File: src/rtl/div_issue_unit.sv
// Divider issue unit: launches the external divider for DIV/DIVU, applies sign fix-up and owns HI/LO.
// Optional macro DIV_ZERO_TRAP_EN adds a div_zero_exc pulse and suppresses the HI/LO write on divide by zero.
module div_issue_unit #(
  parameter int WIDTH = 32
) (
  input  logic             CLK,
  input  logic             RST,
  input  logic             op_valid,
  input  logic [1:0]       op_code,
  input  logic [WIDTH-1:0] rs_val,
  input  logic [WIDTH-1:0] rt_val,
  input  logic             div_done,
  input  logic [WIDTH-1:0] div_quotient,
  input  logic [WIDTH-1:0] div_remainder,
  output logic             div_start,
  output logic [WIDTH-1:0] div_dividend,
  output logic [WIDTH-1:0] div_divisor,
  output logic             busy,
  output logic [WIDTH-1:0] hi,
  output logic [WIDTH-1:0] lo
`ifdef DIV_ZERO_TRAP_EN
  ,
  output logic             div_zero_exc
`endif
);

  typedef enum logic [1:0] {
    IDLE   = 2'd0,
    LAUNCH = 2'd1,
    WAIT   = 2'd2,
    FIXUP  = 2'd3
  } state_t;

  localparam logic [1:0]       OP_DIVU = 2'b00;
  localparam logic [1:0]       OP_DIV  = 2'b01;
  localparam logic [1:0]       OP_MTHI = 2'b10;
  localparam logic [1:0]       OP_MTLO = 2'b11;
  localparam logic [WIDTH-1:0] ONE     = WIDTH'(1);
  localparam logic [WIDTH-1:0] ZERO    = '0;

  state_t           state_q, state_d;
  logic [WIDTH-1:0] hi_q, hi_d;
  logic [WIDTH-1:0] lo_q, lo_d;
  logic [WIDTH-1:0] dividend_q, dividend_d;
  logic [WIDTH-1:0] divisor_q, divisor_d;
  logic [WIDTH-1:0] q_raw_q, q_raw_d;
  logic [WIDTH-1:0] r_raw_q, r_raw_d;
  logic             neg_q_q, neg_q_d;
  logic             neg_r_q, neg_r_d;
`ifdef DIV_ZERO_TRAP_EN
  logic             zero_exc_q, zero_exc_d;
`endif

  // Two's-complement negate, modulo 2^WIDTH.
  function automatic logic [WIDTH-1:0] negate(input logic [WIDTH-1:0] x);
    return ~x + ONE;
  endfunction

  // Magnitude of a signed operand; the most negative value maps onto itself as unsigned.
  function automatic logic [WIDTH-1:0] magnitude(input logic [WIDTH-1:0] x);
    return x[WIDTH-1] ? negate(x) : x;
  endfunction

  always_comb begin
    state_d    = state_q;
    hi_d       = hi_q;
    lo_d       = lo_q;
    dividend_d = dividend_q;
    divisor_d  = divisor_q;
    q_raw_d    = q_raw_q;
    r_raw_d    = r_raw_q;
    neg_q_d    = neg_q_q;
    neg_r_d    = neg_r_q;
`ifdef DIV_ZERO_TRAP_EN
    zero_exc_d = 1'b0;
`endif
    case (state_q)
      IDLE: begin
        if (op_valid) begin
          case (op_code)
            OP_MTHI: hi_d = rs_val;
            OP_MTLO: lo_d = rs_val;
            default: begin
              if (rt_val == ZERO) begin
`ifdef DIV_ZERO_TRAP_EN
                zero_exc_d = 1'b1;
`else
                hi_d = rs_val;
                lo_d = '1;
`endif
              end else if (op_code == OP_DIV) begin
                dividend_d = magnitude(rs_val);
                divisor_d  = magnitude(rt_val);
                neg_q_d    = rs_val[WIDTH-1] ^ rt_val[WIDTH-1];
                neg_r_d    = rs_val[WIDTH-1];
                state_d    = LAUNCH;
              end else begin
                dividend_d = rs_val;
                divisor_d  = rt_val;
                neg_q_d    = 1'b0;
                neg_r_d    = 1'b0;
                state_d    = LAUNCH;
              end
            end
          endcase
        end
      end
      LAUNCH: state_d = WAIT;
      // done is only honoured here, so a level left high from a previous divide cannot be captured early
      WAIT: begin
        if (div_done) begin
          q_raw_d = div_quotient;
          r_raw_d = div_remainder;
          state_d = FIXUP;
        end
      end
      FIXUP: begin
        lo_d    = neg_q_q ? negate(q_raw_q) : q_raw_q;
        hi_d    = neg_r_q ? negate(r_raw_q) : r_raw_q;
        state_d = IDLE;
      end
      default: state_d = IDLE;
    endcase
  end

  always_ff @(posedge CLK or negedge RST) begin
    if (!RST) begin
      state_q    <= IDLE;
      hi_q       <= '0;
      lo_q       <= '0;
      dividend_q <= '0;
      divisor_q  <= '0;
      q_raw_q    <= '0;
      r_raw_q    <= '0;
      neg_q_q    <= 1'b0;
      neg_r_q    <= 1'b0;
`ifdef DIV_ZERO_TRAP_EN
      zero_exc_q <= 1'b0;
`endif
    end else begin
      state_q    <= state_d;
      hi_q       <= hi_d;
      lo_q       <= lo_d;
      dividend_q <= dividend_d;
      divisor_q  <= divisor_d;
      q_raw_q    <= q_raw_d;
      r_raw_q    <= r_raw_d;
      neg_q_q    <= neg_q_d;
      neg_r_q    <= neg_r_d;
`ifdef DIV_ZERO_TRAP_EN
      zero_exc_q <= zero_exc_d;
`endif
    end
  end

  assign div_start    = (state_q == LAUNCH);
  assign busy         = (state_q != IDLE);
  assign div_dividend = dividend_q;
  assign div_divisor  = divisor_q;
  assign hi           = hi_q;
  assign lo           = lo_q;
`ifdef DIV_ZERO_TRAP_EN
  assign div_zero_exc = zero_exc_q;
`endif

endmodule

File: config.mk
export PLATFORM = sky130hd
export DESIGN_NAME = div_issue_unit
export DESIGN_NICKNAME = d
export VERILOG_FILES = /design/src/rtl/div_issue_unit.sv
export SDC_FILE = /design/constraint.sdc
export NUM_CORES = 1
export LEC_CHECK = 0
export CORE_MARGIN = 1.5
export CORE_UTILIZATION = 45
export CTS_CLUSTER_DIAMETER = 60
export CTS_CLUSTER_SIZE = 8
export DETAILED_ROUTE_END_ITERATION = 8
export GPL_ROUTABILITY_DRIVEN = 0
export PLACE_DENSITY = 0.81
export SYNTH_ARGS = -nofsm -noshare
export SYNTH_HDL_FRONTEND = slang
export SYNTH_SLANG_ARGS = --single-unit
File: constraint.sdc
create_clock -name CLK -period 2.4 [get_ports CLK]
set_input_delay 0.24 -clock CLK [delete_from_list [all_inputs] [get_ports CLK]]
set_output_delay 0.24 -clock CLK [all_outputs]
set_load 0.05 [all_outputs]
==> flow_metrics.py <==
metrics = {
    "outcome": {
        "status": "finished, violations left",
        "violations": "setup timing",
    },
    "floorplan": {
        "boundaryPins": 264,
        "core_area_um2": 23300,
        "fp-row-count": 56,
        "initial_core_util_pct": 45.6,
        "fp.dieH_um": 157,
        "die_w_um": 157,
        "dieArea_um2": 24600,
    },
    "worst_setup_path": {
        "crit_chain": "or4_4, or3_4, buf_8, o41ai_4, xnor2_1, mux2_4, mux2_2",
        "crit_type": "register to register",
        "endpoint_kind": "register",
        "r2r_start": "r_raw_q[7]$_DFFE_PN0P_",
        "crit_path_max_incr_delay_ns": 0.53,
        "endpoint": "hi[29]$_DFFE_PN0P_",
        "cpMaxStageDelayCell": "or4_4",
        "ff2ff_path_depth": 7,
        "worst-r2r-setup-slack_ns": -0.09,
        "critPathMaxFanout": 7,
        "rr_endpoint": "hi[29]$_DFFE_PN0P_",
        "cp-start-kind": "register",
        "cp_data_required_time_ns": 2.73,
        "crit_start": "r_raw_q[7]$_DFFE_PN0P_",
        "arrival_ns": 2.82,
    },
    "hold_path": {
        "hold_class": "input port to async pin",
    },
    "drt": {
        "antenna_left": 0,
        "drt_iter0_drc": 892,
        "wl_per_cell_um": 20.1,
        "drcViolationCount": 0,
        "wirelength_um": 36000,
        "vias": 10189,
        "via_per_inst": 5.68,
        "first_pass_iters": 5,
    },
    "final_layout": {
        "area_growth_pct": 45.5,
        "drive_gt1_share_pct": 19.7,
        "nets": 1603,
        "fill_cells": 1768,
        "stdcell_area_um2": 15500,
        "utilization_pct": 66.3,
    },
    "timing": {
        "hold_violations": 0,
        "setup_tns_ns": -0.390,
        "worst_slack_ns": -0.0888,
        "max-slew-margin-rel_pct": 56.0,
        "max_freq_mhz": 402,
        "final_max_slew_viol_count": 0,
        "rsz0062_at_grt": "yes",
        "setup_viol": 9,
        "worst_pin_slew_ns": 0.660,
        "period_share_pct": 104,
        "worst_clock_skew_ns": 0.00988,
        "period_minus_slack_ns": 2.49,
        "holdWs_ns": 0.392,
    },
    "synthesis": {
        "postSynth.asyncResetShare_pct": 100,
        "ys_seq_area_share_pct": 46.1,
        "syn_area_um2": 10600,
        "synth.avg_cell_area_um2": 9.61,
        "synth_nets": 1249,
        "synth_cell_types": 53,
        "synth_top_flop_cell": "dfrtp_1",
        "ys_seq_elements": 196,
        "syn_inst": 1106,
        "synth-edff-count": 0,
        "ys_warn_count": 0,
    },
    "place": {
        "hpwlAfterDp_um": 27200,
        "port_buffers": 263,
        "preCtsSetupSlack_ns": -0.285,
        "placed_area_um2": 14600,
    },
    "clocking": {
        "clock_latency_ns": 0.45,
        "clk_pin_slew_ns": 0.08,
        "cts_buffer_depth": 2,
        "root_buffer": "clkbuf_16",
        "cts_tree": "done",
        "h-tree-depth": 4,
        "clock-sinks": 196,
        "cts_buffers": 17,
    },
    "power_and_ir_drop": {
        "power.net_switching_uw": 11200,
        "pwr-share-clk_pct": 12.5,
        "power.density_nw_per_um2": 1480,
        "p_int_uw": 11800,
        "leakage_uw": 0.00625,
        "irDropWorstVdd_uv": 1050,
        "power_frac_seq_pct": 28.7,
        "p_comb_share_pct": 58.8,
        "swShare_pct": 48.8,
    },
    "grt": {
        "grt_max_degree": 80,
        "grt_pass1_wl_um": 54400,
        "grt_pass1_vias": 9872,
        "antenna_found_initial": 4,
        "gr-total-overflow": 0,
        "grt.total_usage_pct": 29.1,
    },
    "flow_run": {
        "maxCapViolCount": 0,
    },
}
flip-flops by register name, indices dropped and copies added, names as in the netlist:
| register | count |
|---|---|
| div_dividend | 32 |
| div_divisor | 32 |
| hi | 32 |
| lo | 32 |
| q_raw_q | 32 |
| r_raw_q | 32 |
| state_q | 2 |
| neg_q_q | 1 |
| neg_r_q | 1 |
per-layer routing:
metal	global-route usage, %	part of all wire (%)
met1	37.2	40
met2	48.7	48
met3	6.06	8.4
met4	10.6	3.6
met5	0	0.069
cells in the final DEF (no fill, tap or decap), types with 4 or more instances in the layout:
cell type | synthesis | routed
or4_1 | 13 | 10
nand3_1 | 9 | 8
nor2b_1 | 4 | 4
nand4_1 | 5 | 5
clkdlybuf4s50_1 | 0 | 261
xor2_1 | 68 | 68
inv_1 | 24 | 24
a211oi_1 | 12 | 11
nand2_1 | 101 | 99
buf_4 | 0 | 127
buf_12 | 0 | 11
dfrtp_1 | 196 | 196
a21o_1 | 12 | 12
mux2i_1 | 16 | 16
a21oi_1 | 75 | 75
o21ai_0 | 101 | 91
o31ai_1 | 24 | 17
nor2_1 | 100 | 99
o41ai_1 | 23 | 16
o21ai_1 | 1 | 10
clkbuf_16 | 0 | 17
inv_6 | 0 | 7
o41ai_2 | 0 | 5
or4_4 | 1 | 4
mux2_2 | 69 | 68
o31ai_2 | 0 | 4
or2_2 | 4 | 4
or3_1 | 12 | 10
a31oi_1 | 11 | 11
o2bb2ai_1 | 17 | 17
xnor2_1 | 43 | 41
nor4_1 | 13 | 10
nand2b_1 | 13 | 13
ha_1 | 9 | 7
nor3_1 | 20 | 17
cells in the mapped netlist (all sizes together), types with 14 or more instances:
cell | instances | area (µm²)
o31ai | 24 | 180
mux2 | 69 | 777
or4 | 14 | 109
xnor2 | 43 | 377
xor2 | 68 | 596
o21ai | 102 | 510
nor2 | 100 | 375
inv | 24 | 90.1
o2bb2ai | 17 | 149
nor3 | 20 | 100
dfrtp | 196 | 4900
clkbuf | 64 | 240
a21oi | 75 | 375
o41ai | 24 | 229
mux2i | 16 | 160
nand2 | 101 | 379
repair_timing:
action                                  CTS  global route
cloned                                    1             0
buffers inserted                          0             2
hold buffers                              1             0
endpoints found under the setup margin   17           101
endpoints found under the hold margin    76             0
pin swaps                                 2            12
gates resized for setup                  17            39
power groups by stage:
stage	Sequential [µW]	Combinational (µW)	Clock [µW]
after detailed placement	6500	13100	0
after CTS	6470	13200	2910
after global routing	6740	14300	3050
final	6590	13500	2870
after floorplan	9890	4660	0
after global placement	6420	12800	0
cell families after synthesis:
logic type      Yosys count  share of synthesized area, %
simple gates            315                          14.0
compound gates          297                          17.5
flops                   196                          46.1
xor+xnor                111                          9.15
buf+inv                  93                          3.32
mux                      85                          8.82
fa+ha+maj                 9                          1.06
worst min path at each step:
stage,start,end,slack (ns),depth (start not counted)
6_report,RST,div_divisor[25]$_DFFE_PN0P_,0.39,2
2_1_floorplan,RST,div_dividend[0]$_DFFE_PN0P_,-0.06,0
5_1_grt,div_remainder[22],r_raw_q[22]$_DFFE_PN0P_,0.39,2
4_1_cts,div_quotient[11],q_raw_q[11]$_DFFE_PN0P_,0.40,2
3_5_place_dp,RST,div_divisor[25]$_DFFE_PN0P_,0.32,1
3_3_place_gp,RST,div_divisor[27]$_DFFE_PN0P_,0.31,1
metrics by stage:
step | total power, µW | std cells
floorplan | 14500 | 1106
global placement | 19200 | 1756
detailed placement | 19600 | 1756
CTS | 22600 | 1790
global route | 24100 | 1794
finish | 23000 | 1794
worst max-delay path, delay by kind of cell, from the launching register on:
kind | cells | cell delay (ns)
buf+inv | 1 | 0.16
flops | 1 | 0.38
compound gates | 1 | 0.25
simple gates | 2 | 0.93
xor+xnor | 1 | 0.12
mux | 2 | 0.53
final cells by class:
class | count | area [µm²] | share of cell area [%]
diodes | 2 | 5.00 | 0.0324
clock inverters | 14 | 136 | 0.882
inverters | 24 | 90.1 | 0.583
clock buffers | 18 | 439 | 2.84
well taps | 319 | 399 | 2.58
flip-flops and latches | 196 | 4900 | 31.7
multi-input cells | 817 | 5650 | 36.5
repair buffers | 404 | 3840 | 24.8
Note: power is estimated with default switching activity, not from simulation.
